--- config.mk ---
export PLATFORM = sky130hd
export DESIGN_NAME = paddle_cmd_scheduler
export DESIGN_NICKNAME = d
export VERILOG_FILES = /design/src/rtl/ballgame_pkg.sv /design/src/rtl/cmd_fifo2.sv /design/src/rtl/paddle_cmd_scheduler.sv
export SDC_FILE = /design/constraint.sdc
export NUM_CORES = 1
export LEC_CHECK = 0
export CAP_MARGIN = 30
export CORE_ASPECT_RATIO = 0.75
export CORE_MARGIN = 1
export CORE_UTILIZATION = 54
export DETAILED_ROUTE_END_ITERATION = 7
export PLACE_DENSITY_LB_ADDON = 0.15
export SYNTH_ARGS = -nofsm -noshare
export SYNTH_HDL_FRONTEND = slang
export SYNTH_HIERARCHICAL = 1
export SYNTH_SLANG_ARGS = --single-unit
--- constraint.sdc ---
create_clock -name clk -period 2.7 [get_ports clk]
set_input_delay 0.27 -clock clk [delete_from_list [all_inputs] [get_ports clk]]
set_output_delay 0.27 -clock clk [all_outputs]
set_load 0.02 [all_outputs]
--- src/rtl/ballgame_pkg.sv ---
// Shared encodings for the paddle game: scan codes, mode states, player/direction.
package ballgame_pkg;

  localparam logic [7:0] KEY_P1_L  = 8'h15;
  localparam logic [7:0] KEY_P1_R  = 8'h1D;
  localparam logic [7:0] KEY_P2_L  = 8'h44;
  localparam logic [7:0] KEY_P2_R  = 8'h4D;
  localparam logic [7:0] KEY_START = 8'h5A;

  typedef enum logic [1:0] {
    IDLE  = 2'd0,
    RUN   = 2'd1,
    PAUSE = 2'd2
  } mode_e;

  localparam logic PLAYER_1  = 1'b0;
  localparam logic PLAYER_2  = 1'b1;
  localparam logic DIR_LEFT  = 1'b0;
  localparam logic DIR_RIGHT = 1'b1;

endpackage

--- src/rtl/cmd_fifo2.sv ---
// Two-entry, one-bit request FIFO. Head is always mem_q[0]; a pop shifts down.
// Push and pop in the same cycle on a full FIFO both take effect.
module cmd_fifo2 #(
  parameter int DEPTH = 2
) (
  input  logic clk,
  input  logic reset,
  input  logic push,
  input  logic din,
  input  logic pop,
  input  logic flush,
  output logic dout,
  output logic empty,
  output logic full,
  output logic drop
);

  logic [1:0] count_q, count_d;
  logic [1:0] mem_q, mem_d;

  assign empty = (count_q == 2'd0);
  assign full  = (count_q == 2'(DEPTH));
  assign dout  = mem_q[0];
  assign drop  = push && full && !pop;

  // Next occupancy/contents: pop first so a push can reuse the freed slot.
  always_comb begin
    count_d = count_q;
    mem_d   = mem_q;
    if (flush) begin
      count_d = 2'd0;
    end else begin
      if (pop && !empty) begin
        mem_d   = {1'b0, mem_q[1]};
        count_d = count_q - 2'd1;
      end
      if (push && (count_d != 2'(DEPTH))) begin
        mem_d[count_d[0]] = din;
        count_d           = count_d + 2'd1;
      end
    end
  end

  // Storage and occupancy registers.
  always_ff @(posedge clk or posedge reset) begin
    if (reset) begin
      count_q <= 2'd0;
      mem_q   <= 2'b00;
    end else begin
      count_q <= count_d;
      mem_q   <= mem_d;
    end
  end

endmodule

--- src/rtl/paddle_cmd_scheduler.sv ---
// Turns keyboard make codes into paddle move commands on a single engine port.
//
//   state | meaning
//   IDLE  | after reset, waiting for the first start key
//   RUN   | game running; move keys queued and dispatched
//   PAUSE | game paused; queues empty, in-flight command may still be acked
module paddle_cmd_scheduler
  import ballgame_pkg::*;
#(
  parameter int GAP_CYCLES = 4,
  parameter int FIFO_DEPTH = 2
) (
  input  logic       clk,
  input  logic       reset,
  input  logic [7:0] kb_code,
  input  logic       kb_ready,
  output logic       mv_valid,
  output logic       mv_player,
  output logic       mv_dir,
  input  logic       mv_ack,
  output logic       game_run,
  output logic       start_pulse,
  output logic       drop_pulse
);

  localparam int GW = (GAP_CYCLES > 0) ? $clog2(GAP_CYCLES + 1) : 1;

  mode_e         state_q, state_d;
  logic          game_run_q, game_run_d;
  logic          start_pulse_q, start_pulse_d;
  logic          drop_pulse_q, drop_pulse_d;
  logic          mv_valid_q, mv_valid_d;
  logic          mv_player_q, mv_player_d;
  logic          mv_dir_q, mv_dir_d;
  logic          rr_q, rr_d;
  logic [GW-1:0] gap_q, gap_d;

  logic in_run, start_key, flush;
  logic push1, push2, din1, din2;
  logic pop1, pop2, head1, head2;
  logic empty1, empty2, full1, full2, drop1, drop2;
  logic grant, sel;

  assign in_run    = (state_q == RUN);
  assign start_key = kb_ready && (kb_code == KEY_START);
  assign flush     = in_run && start_key;

  assign push1 = in_run && kb_ready && ((kb_code == KEY_P1_L) || (kb_code == KEY_P1_R));
  assign push2 = in_run && kb_ready && ((kb_code == KEY_P2_L) || (kb_code == KEY_P2_R));
  assign din1  = (kb_code == KEY_P1_R) ? DIR_RIGHT : DIR_LEFT;
  assign din2  = (kb_code == KEY_P2_R) ? DIR_RIGHT : DIR_LEFT;

  cmd_fifo2 #(.DEPTH(FIFO_DEPTH)) u_fifo_p1 (
    .clk   (clk),
    .reset (reset),
    .push  (push1),
    .din   (din1),
    .pop   (pop1),
    .flush (flush),
    .dout  (head1),
    .empty (empty1),
    .full  (full1),
    .drop  (drop1)
  );

  cmd_fifo2 #(.DEPTH(FIFO_DEPTH)) u_fifo_p2 (
    .clk   (clk),
    .reset (reset),
    .push  (push2),
    .din   (din2),
    .pop   (pop2),
    .flush (flush),
    .dout  (head2),
    .empty (empty2),
    .full  (full2),
    .drop  (drop2)
  );

  // Mode sequencing on the start key; game_run tracks the next state so it is a flop.
  always_comb begin
    state_d       = state_q;
    start_pulse_d = 1'b0;
    if (start_key) begin
      unique case (state_q)
        IDLE: begin
          state_d       = RUN;
          start_pulse_d = 1'b1;
        end
        RUN:     state_d = PAUSE;
        PAUSE:   state_d = RUN;
        default: state_d = IDLE;
      endcase
    end
    game_run_d = (state_d == RUN);
  end

  // Arbitration, output handshake and gap down-counter. No grant in the cycle
  // that leaves RUN so flushed entries are never dispatched.
  always_comb begin
    grant        = !mv_valid_q && (gap_q == '0) && in_run && !start_key && !(empty1 && empty2);
    sel          = (!empty1 && !empty2) ? rr_q : (empty1 ? PLAYER_2 : PLAYER_1);
    pop1         = grant && (sel == PLAYER_1);
    pop2         = grant && (sel == PLAYER_2);
    mv_valid_d   = mv_valid_q;
    mv_player_d  = mv_player_q;
    mv_dir_d     = mv_dir_q;
    rr_d         = rr_q;
    gap_d        = gap_q;
    drop_pulse_d = drop1 || drop2;
    if (grant) begin
      mv_valid_d  = 1'b1;
      mv_player_d = sel;
      mv_dir_d    = (sel == PLAYER_2) ? head2 : head1;
      rr_d        = ~sel;
    end else if (mv_valid_q && mv_ack) begin
      mv_valid_d = 1'b0;
      gap_d      = GW'(GAP_CYCLES);
    end else if (gap_q != '0) begin
      gap_d = gap_q - GW'(1);
    end
  end

  // State and registered outputs.
  always_ff @(posedge clk or posedge reset) begin
    if (reset) begin
      state_q       <= IDLE;
      game_run_q    <= 1'b0;
      start_pulse_q <= 1'b0;
      drop_pulse_q  <= 1'b0;
      mv_valid_q    <= 1'b0;
      mv_player_q   <= PLAYER_1;
      mv_dir_q      <= DIR_LEFT;
      rr_q          <= PLAYER_1;
      gap_q         <= '0;
    end else begin
      state_q       <= state_d;
      game_run_q    <= game_run_d;
      start_pulse_q <= start_pulse_d;
      drop_pulse_q  <= drop_pulse_d;
      mv_valid_q    <= mv_valid_d;
      mv_player_q   <= mv_player_d;
      mv_dir_q      <= mv_dir_d;
      rr_q          <= rr_d;
      gap_q         <= gap_d;
    end
  end

  assign mv_valid    = mv_valid_q;
  assign mv_player   = mv_player_q;
  assign mv_dir      = mv_dir_q;
  assign game_run    = game_run_q;
  assign start_pulse = start_pulse_q;
  assign drop_pulse  = drop_pulse_q;

endmodule

## After elaboration in Yosys (flattened, before gate mapping)

Cells that the tools add are included.

| cells by class | value |
|---|---|
| add/subtract/negate cells | 5 |
| order comparisons | 4 |
| equal/unequal tests | 12 |
| muxes and demuxes | 33 |
| bitwise operators | 2 |
| reduce and logical (&&, ||, !) cells | 43 |

Operators by type and width:

| kind | count |
|---|---|
| $mux 2 | 15 |
| $eq 8x7->1 const B | 3 |
| $logic_and 1x1->1 | 24 |
| $eq 8x5->1 const B | 2 |
| $mux 1 | 11 |
| $logic_not 1->1 | 7 |
| $eq 2x2->1 const B | 3 |
| $logic_not 2->1 | 3 |
| $mux 3 | 2 |
| $add 2x1->2 const B | 2 |
| $bwmux 2 | 2 |
| $eq 2x1->1 const B | 2 |
| $lt 1x2->1 const B | 2 |
| $ne 2x2->1 const B | 2 |
| $pmux 2 s2 | 1 |
| $reduce_bool 2->1 | 2 |
| $sub 2x1->2 const B | 2 |
| $logic_not 3->1 | 1 |
| $logic_or 1x1->1 | 3 |
| $reduce_bool 3->1 | 1 |
| $sub 3x1->3 const B | 1 |
| $demux 1 s1 | 2 |
| $ge 1x1->1 const B | 2 |
| $not 1->1 | 2 |
| other kinds (2) | 2 |

| word-level totals | value |
|---|---|
| register bits | 20 |
| bits of input ports | 12 |
| output and inout bits | 6 |
| logic and storage cells | 112 |

## Logic depth before layout (Yosys ltp)

Gate-level depths: netlist (run 1).

| depth | value |
|---|---|
| depth after elaboration | 15 |
| depth in mapped cells | 10 |

## Hierarchy

Netlist (run 1), hierarchy kept.

By module, submodules not included:

| module | instances | cells an instance | area each (um^2) | sequential area each (um^2) |
|---|---|---|---|---|
| cmd_fifo2 | 2 | 41 | 346.6 | 100.1 |
| paddle_cmd_scheduler | 1 | 62 | 665.6 | 300.3 |

## Worst setup path after synthesis (run 1)

Ideal clock, no wire load.

| timing path | value |
|---|---|
| kind | register to register |
| from | register u_fifo_p1.count_q[0] |
| to | register u_fifo_p1.mem_q[0] |
| arrival | 1.901 ns |
| required time | 2.570 ns |
| path slack | 0.669 ns |
| stages on the path, launching flop included | 10 |
| buffers on the path | 1 |
| clock period less this slack | 2.031 ns |
| path through | dfrtp_1 > buf_6 > inv_1 > ha_1 > a211oi_2 > nand3_4 > and2b_2 > nand2b_1 > nor4_1 > nor3_2 |

| between the ends | value |
|---|---|
| longest elaborated chain between the ends | 15 |
| elaborated cells on any way between the ends | 25 |
| those cells by class | add/sub (1); order compare (2); eq/ne (1); mux (10); bitwise (1); reduce/logical (10) |

Ends and longest elaborated chain:

| element | RTL line | source |
|---|---|---|
| start: declaration | cmd_fifo2.sv:18 | `logic [1:0] count_q, count_d;` |
| start signal: assignment | cmd_fifo2.sv:50 | `count_q <= count_d;` |
| $logic_not 2->1 (*) | cmd_fifo2.sv:21 | `assign empty = (count_q == 2'd0);` |
| net empty1 | paddle_cmd_scheduler.sv:41 | `logic empty1, empty2, full1, full2, drop1, drop2;` |
| $logic_not 1->1 | paddle_cmd_scheduler.sv:101 | `sel = (!empty1 && !empty2) ? rr_q : (empty1 ? PLAYER_2 : PLAYER_1);` |
| $logic_and 1x1->1 | paddle_cmd_scheduler.sv:101 |  |
| $mux 1 | paddle_cmd_scheduler.sv:101 |  |
| $not 1->1 | paddle_cmd_scheduler.sv:102 | `pop1 = grant && (sel == PLAYER_1);` |
| $logic_and 1x1->1 (*) | paddle_cmd_scheduler.sv:102 |  |
| net pop1 | paddle_cmd_scheduler.sv:40 | `logic pop1, pop2, head1, head2;` |
| $logic_and 1x1->1 (*) | cmd_fifo2.sv:33 | `if (pop && !empty) begin` |
| $mux 2 | cmd_fifo2.sv:33 |  |
| $mux 2 | cmd_fifo2.sv:30 | `if (flush) begin` |
| $lt 1x2->1 (implied by the code) / $ge 1x1->1 (equally long branches) | cmd_fifo2.sv:38 | `mem_d[count_d[0]] = din;` |
| $logic_and 1x1->1 (implied by the code) | cmd_fifo2.sv:38 |  |
| $mux 1 (implied by the code) | cmd_fifo2.sv:38 |  |
| $demux 1 s1 | -- |  |
| $bwmux 2 | cmd_fifo2.sv:38 |  |
| $mux 2 (*) | cmd_fifo2.sv:37 | `if (push && (count_d != 2'(DEPTH))) begin` |
| end signal: assignment | cmd_fifo2.sv:51 | `mem_q <= mem_d;` |
| end: declaration | cmd_fifo2.sv:19 | `logic [1:0] mem_q, mem_d;` |

The timed path passes the listed nets; every way through them passes the cells marked *. The select of a mux whose other input is x is not followed.
A chain may end at the register's enable or synchronous reset.

## Worst setup path after layout (run 1)

| timing path | value |
|---|---|
| from | register u_fifo_p1.count_q[0] |
| to | register u_fifo_p2.mem_q[0] |

| between the ends | value |
|---|---|
| longest elaborated chain between the ends | 14 |
| elaborated cells on any way between the ends | 23 |
| those cells by class | order compare (2); eq/ne (1); mux (10); reduce/logical (10) |

Ends and longest elaborated chain:

| element | RTL line | source |
|---|---|---|
| $logic_not 2->1 (*) | cmd_fifo2.sv:21 |  |
| net empty1 | paddle_cmd_scheduler.sv:41 |  |
| $logic_not 1->1 / $logic_and 1x1->1 (equally long branches) | paddle_cmd_scheduler.sv:101, paddle_cmd_scheduler.sv:100 |  |
| $logic_and 1x1->1 / $logic_not 1->1 (equally long branches) | paddle_cmd_scheduler.sv:101, paddle_cmd_scheduler.sv:100 |  |
| $mux 1 / $logic_and 1x1->1 (equally long branches) | paddle_cmd_scheduler.sv:101, paddle_cmd_scheduler.sv:100 |  |
| $logic_and 1x1->1 (*) | paddle_cmd_scheduler.sv:103 | `pop2 = grant && (sel == PLAYER_2);` |
| net pop2 | paddle_cmd_scheduler.sv:40 |  |
| $logic_and 1x1->1 (*) | cmd_fifo2.sv:33 |  |
| $mux 2 | cmd_fifo2.sv:33 |  |
| $mux 2 | cmd_fifo2.sv:30 |  |
| $lt 1x2->1 (implied by the code) / $ge 1x1->1 (equally long branches) | cmd_fifo2.sv:38 |  |
| $logic_and 1x1->1 (implied by the code) | cmd_fifo2.sv:38 |  |
| $mux 1 (implied by the code) | cmd_fifo2.sv:38 |  |
| $demux 1 s1 | -- |  |
| $bwmux 2 | cmd_fifo2.sv:38 |  |
| $mux 2 (*) | cmd_fifo2.sv:37 |  |
| end signal: assignment | cmd_fifo2.sv:51 |  |
| end: declaration | cmd_fifo2.sv:19 |  |

Marks and branches as above.

==> qor.yml, run 1 <==
root_buffer: "clkbuf_4"
grt_start_max_net_pins: 14
number_of_nets_in_the_finished_design: 183
drt.antenna.violating_nets: 0
synth.yosys.warnings: 6
ctsLongestPathBuffers: 2
final-hold-violation-count: 0
synthTopCellsByArea: "dfrtp_1 37%, ha_1 5.5%, inv_1 4.1%"
tns_ps: 0
finalWorstSetupSlack_ps: 347.9
leading_area_contributor_after_synthesis: "dfrtp_1"
synth_edf_count: 0
design.portCount: 18
cap_viol_max_count: 0
post-route-cell-area_um2: 1614
rsz_0062_raised_after_global_routing: "no"
dp_hpwl_mm: 2.095
crit_buf_inv: 1
die_area_um2: 2723
critPathCaptureType: "register"
cts.reportedPaths.clkPinSlew_ps: 120
mappedNetlistNets: 162
die_height_um: 45.44
start_util_pct: 57.92
syn_area_per_cell_um2: 9.436
cts.htree.levels: 1
register_area_um2: 500.5
detailroute.via_count: 1091
tritoncts: "yes"
std_cell_rows: 15
ctsHoldBuffers: 0
clock_sinks: 20
dr.pass1.iters: 4
grt_pass1_vias: 946
clock.fmax_mhz: 425.2
post-place-ws_ps: 360.7
path_cells: "inv_1, ha_1, a211oi_2, nand3_4, nor2_1, nand2b_1, nor4_1, nor3_2"
syn-cell-area_um2: 1359
cts_repair_resize_count: 0
met1Wirelength_mm: 1.279
setup.worst_path.start_class: "register"
power_mw: 0.7644
leading_cell_types_in_the_layout_fill_and_taps_excluded: "20 x dfrtp_1, 17 x clkdlybuf4s50_1, 15 x inv_1"
share_of_layout_cells_above_drive_strength_1_pct: 15.85
number_of_remaining_drc_errors: 0
holdWs_ps: 183.1
grt_antenna_before_repair: 0
power_density_nw_per_um2: 473.6
global_route.overflow_total: 0
post-synth-top-area-fraction_pct: 36.83
met3RoutedLength_um: 86
syn-instance-count: 144
crit_arrival_ps: 2560
place_congestion: 0.8504
min_tclk_post_route_ps: 2352
postSynthRegisterBits: 20
postSynth.topFlopCell: "dfrtp_1"
detailroute.wirelength.met2_mm: 1.238
worstSetupPathType: "reg2reg"
route.final.wire_length_mm: 2.636
die_width_um: 59.92
grt_use_total_pct: 22.70
power_leakage_nw: 0.7461
maxSlewHeadroom_pct: 68.05
average_wire_length_per_cell_after_detail_routing_um: 13.31
diodes: 0
worstHoldPathType: "in2async"
setup_viol: 0
post-route-period-util_pct: 87.11
via_per_inst: 5.510
slew_viol_final: 0
area_growth_syn_to_layout_pct: 18.78
top_signal_layer_used: "met4"
multi_input_comb_area_um2: 769.5
layout_commonest_cell: "dfrtp_1"
placed_cell_area_um2: 1562
critPathMaxFanout: 9
status: "completed"
drt_iter0_markers: 46
critPathMaxStageDelay_ps: 500
crit_family: "simple AND/OR/NAND/NOR gates"
clock_latency_ps: 310
worst_ir_drop_vdd_mv: 0.2899
io_buffer_count: 17
critical-path-slowest-cell: "dfrtp_1"
worst_slew_pin_slew_ps: 478.7
critPathRequiredTime_ps: 2910
grt_pass1_wl_mm: 4.305
synth.lib_cells_used.distinct: 37
clock_skew_ps: 7.311
floorplan.core_area_um2: 2346
cts-buffers-inserted: 3
postCtsSetupRepairBufs: 0
fillers: 193
synth_seq_area_share_pct: 36.83
share_of_flip_flops_with_an_asynchronous_set_or_reset_pct: 100.0
-- worst paths after layout --
path / start / to / slack [ps] / cells after the start
min in group clk: state_q[1]$_DFF_PP0_ / start_pulse$_DFF_PP0_ / 490 / 1
setup reg to reg: u_fifo_p1/count_q[0]$_DFF_PP0_ / u_fifo_p2/mem_q[0]$_DFFE_PP0N_ / 350 / 8
setup / recovery: u_fifo_p1/count_q[0]$_DFF_PP0_ / u_fifo_p2/mem_q[0]$_DFFE_PP0N_ / 350 / 8
hold / removal: reset / u_fifo_p1/mem_q[0]$_DFFE_PP0N_ / 180 / 2
max in group asynchronous: reset / start_pulse$_DFF_PP0_ / 2050 / 2
hold reg to reg: state_q[1]$_DFF_PP0_ / start_pulse$_DFF_PP0_ / 490 / 1
-- cell type report --
type	instances	area share (%)
Clock buffer	3	1.395
Sequential cell	20	31.01
Timing Repair Buffer	20	11.94
Inverter	15	3.488
Tap cell	34	2.636
Clock inverter	1	1.860
Multi-Input combinational cell	105	47.67
-- synthesized netlist by cell type (3+ instances only) --
master,count
nor3_1,11
nor3_2,4
mux2i_1,4
nor2_1,14
nand2_1,5
inv_1,15
ha_1,6
nor2b_1,3
nand2b_1,4
and4b_1,3
dfrtp_1,20
a211oi_2,3
o21ai_0,4
xnor2_1,4
and3_1,4
a21oi_1,8
-- state kept, by name, summed over array words and instances, names as in the netlist, 2 cells and up --
signal / count
u_fifo_p2/mem_q: 2
u_fifo_p2/count_q: 2
gap_q: 3
u_fifo_p1/mem_q: 2
u_fifo_p1/count_q: 2
state_q: 2
-- layer usage --
layer / track usage [%] / vias up
met5: 0 / -
met4: 7.907 / 0
li1: - / 547
met1: 30.99 / 515
met2: 34.89 / 23
met3: 6.250 / 6
-- worst register-to-register path: stages, from the launching register on --
cell and delay, ps:
dfrtp_1 500, inv_1 150, ha_1 280, a211oi_2 320, nand3_4 150, nor2_1 240
nand2b_1 190, nor4_1 330, nor3_2 70
-- metrics by stage --
step | instances | util, %
6_report | 198 | 68.80
3_5_place_dp | 194 | 66.56
2_1_floorplan | 144 | -
3_3_place_gp | 194 | 66.56
4_1_cts | 198 | 68.80
5_1_grt | 198 | 68.80
-- report_power, final --
group	internal (mW)	switching (mW)
sequential	0.328	0.0195
clock	0.150	0.101
combinational	0.0837	0.0820
-- cell families (layout without fill, tap and decap cells) --
logic type / Yosys count / after routing / share of synthesized area, %
flip-flops: 20 / 20 / 36.83
AND/OR/NAND/NOR: 62 / 62 / 29.28
AO/OA/AOI/OAI: 25 / 25 / 12.62
XOR/XNOR: 5 / 5 / 3.223
adder cells (fa/ha/maj): 6 / 6 / 5.525
multiplexers: 7 / 7 / 5.985
buffers and inverters: 19 / 39 / 6.537
Note: power is estimated with default switching activity, not from simulation.
==> inputs of run 2 (changes only) <==
--- a/config.mk
+++ b/config.mk
@@ -5,8 +5,9 @@
 export SDC_FILE = /design/constraint.sdc
 export NUM_CORES = 1
 export LEC_CHECK = 0
+export ABC_CLOCK_PERIOD_IN_PS = 2700
 export CAP_MARGIN = 30
-export CORE_ASPECT_RATIO = 0.75
+export CORE_ASPECT_RATIO = 1.75
 export CORE_MARGIN = 1
 export CORE_UTILIZATION = 54
 export DETAILED_ROUTE_END_ITERATION = 7
==> run 2 against run 1 <==
Global-route usage increased by 2.2 points; largest cell class unchanged; fmax fell by 2.3%; routed wire length up 8.8%; largest power group unchanged.
==> qor.yml, run 2 (same netlist as run 1, synthesis figures left out) <==
setup_viol: 0  # unchanged
place_congestion: 0.7588  # -11%
worst_setup_path_startpoint: "u_fifo_p2/count_q[0]$_DFF_PP0_"
grt_antenna_before_repair: 0  # unchanged
worstSetupPathType: "reg2reg"
power_density_nw_per_um2: 458.8  # -3.1%
slew_viol_final: 0  # unchanged
die_area_um2: 2729  # +0.23%
clock_latency_ps: 260  # -50 ps
worst_slew_pin_slew_ps: 464.3  # -14.41 ps
diodes: 0  # unchanged
ctsLongestPathBuffers: 2  # unchanged
tns_ps: 0  # unchanged
floorplan.core_area_um2: 2331  # -0.64%
leading_cell_types_in_the_layout_fill_and_taps_excluded: "20 x dfrtp_1, 17 x clkdlybuf4s50_1, 15 x inv_1"
critical_path.endpoint: "u_fifo_p2/mem_q[0]$_DFFE_PP0N_"
cap_viol_max_count: 0  # unchanged
cts_repair_resize_count: 0  # unchanged
design.portCount: 18  # unchanged
io_buffer_count: 17  # unchanged
placed_cell_area_um2: 1558  # -0.24%
clock_sinks: 20  # unchanged
route.final.wire_length_mm: 2.868  # +8.8%
crit_arrival_ps: 2540  # -20 ps
global_route.overflow_total: 0  # unchanged
worstHoldPathType: "in2async"
ctsHoldBuffers: 0  # unchanged
via_per_inst: 5.584  # +1.3%
largest_register_ff_count: 3  # unchanged
fillers: 187  # -3.1%
area_growth_syn_to_layout_pct: 18.69  # about the same
dp_hpwl_mm: 2.306  # +10%
status: "completed"
tritoncts: "yes"
post-route-cell-area_um2: 1613  # about the same
clock.fmax_mhz: 415.5  # -2.3%
share_of_layout_cells_above_drive_strength_1_pct: 16.36  # +0.51 points
clock_skew_ps: 3.054  # -4.257 ps
postCtsSetupRepairBufs: 0  # unchanged
setup.worst_path.start_class: "register"
cts.reportedPaths.clkPinSlew_ps: 70  # -50 ps
std_cell_rows: 23  # +8
average_wire_length_per_cell_after_detail_routing_um: 15.09  # +13%
worstReg2RegEnd: "u_fifo_p2/mem_q[0]$_DFFE_PP0N_"
die_width_um: 39.92  # -33%
number_of_nets_in_the_finished_design: 184  # +0.55%
power_leakage_nw: 0.7524  # +0.84%
number_of_remaining_drc_errors: 0  # unchanged
layout_commonest_cell: "dfrtp_1"
start_util_pct: 58.29  # +0.37 points
grt_pass1_wl_mm: 4.678  # +8.7%
grt_use_total_pct: 24.95  # +2.2 points
cts.htree.levels: 1  # unchanged
die_height_um: 68.36  # +50%
detailroute.via_count: 1061  # -2.7%
r2r_setup_slk_ps: 290  # -50 ps
drt.antenna.violating_nets: 0  # unchanged
rsz_0062_raised_after_global_routing: "no"
root_buffer: "clkbuf_8"
r2r-start: "u_fifo_p2/count_q[0]$_DFF_PP0_"
cts-buffers-inserted: 3  # unchanged
maxSlewHeadroom_pct: 69.01  # +0.96 points
final-hold-violation-count: 0  # unchanged
critPathMaxFanout: 9  # unchanged
top_register: "gap_q"
worst_ir_drop_vdd_mv: 0.3294  # +14%
grt_start_max_net_pins: 13  # -1
min_tclk_post_route_ps: 2407  # +54.89 ps
dr.pass1.iters: 4  # unchanged
r2r_worst_path_depth: 8  # unchanged
grt_pass1_vias: 1092  # +15%
post-route-period-util_pct: 89.15  # +2.0 points
critPathRequiredTime_ps: 2840  # -70 ps
critPathCaptureType: "register"
drt_iter0_markers: 47  # +2.2%
[run 2: changes by cell type in the layout (fill, tap and decap cells not counted)]
cell / delta
clkbuf_8: +4
buf_4: +1
clkbuf_4: -3
bufinv_16: -1
[run 2: final cells by class]
type	instances	area [µm²]	area share (%)
Multi-Input combinational cell	105	769.5	47.71
Sequential cell	20	500.5	31.03
Timing Repair Buffer	21	200.2	12.41
Inverter	15	56.30	3.491
Clock buffer	4	55.05	3.413
Tap cell	25	31.28	1.939
[run 2: how the worst min path moves through the flow]
stage | slack [ps] | cells after the start | endpoint | start
2_1_floorplan | 40 | 1 | u_fifo_p1/count_q[0]$_DFF_PP0_ | reset
3_3_place_gp | 450 | 1 | start_pulse$_DFF_PP0_ | state_q[1]$_DFF_PP0_
3_5_place_dp | 470 | 1 | start_pulse$_DFF_PP0_ | state_q[1]$_DFF_PP0_
4_1_cts | 280 | 2 | u_fifo_p2/mem_q[0]$_DFFE_PP0N_ | reset
5_1_grt | 300 | 2 | u_fifo_p2/mem_q[0]$_DFFE_PP0N_ | reset
6_report | 280 | 2 | u_fifo_p2/mem_q[0]$_DFFE_PP0N_ | reset
[run 2: routing by layer]
| metal | track usage [%] | part of all wire, % | vias to the layer above |
|---|---|---|---|
| li1 | - | - | 540 |
| met1 | 27.95 | 39 | 501 |
| met2 | 45.16 | 58 | 16 |
| met3 | 1.948 | 1.5 | 4 |
| met4 | 10.34 | 1.3 | 0 |
| met5 | 0 | 0 | - |
[run 2: power by group]
part	total (mW)	switching (mW)	internal, mW
sequential	0.346	0.0178	0.328
combinational	0.165	0.0809	0.0837
clock	0.229	0.0993	0.130
[run 2: worst max-delay path, stage by stage (launching register included)]
cell and delay [ps]:
dfrtp_1 510, inv_1 150, ha_1 290, a211oi_2 280, nand3_4 150, nor2_1 240, nand2b_1 190, nor4_1 390
nor3_2 80
[run 2: through the flow]
stage	util [%]	hold WS [ps]	instances	power (mW)	setup WS, ps
after floorplan	-	36.08	144	0.4706	669.3
final	69.19	281.4	190	0.7400	293.0
after CTS	69.19	283.2	190	0.7486	311.2
after global routing	69.19	302.2	190	0.7801	67.67
after detailed placement	66.83	467.8	186	0.5206	325.1
after global placement	66.83	454.0	186	0.5085	414.4
==> inputs of run 3 (changes only) <==
--- a/config.mk
+++ b/config.mk
@@ -6,7 +6,7 @@
 export NUM_CORES = 1
 export LEC_CHECK = 0
 export ABC_CLOCK_PERIOD_IN_PS = 2700
-export CAP_MARGIN = 30
+export CAP_MARGIN = 10
 export CORE_ASPECT_RATIO = 1.75
 export CORE_MARGIN = 1
 export CORE_UTILIZATION = 54
==> results of run 3 <==
Same layout as run 2: the final DEF is identical, and so are final timing and power.
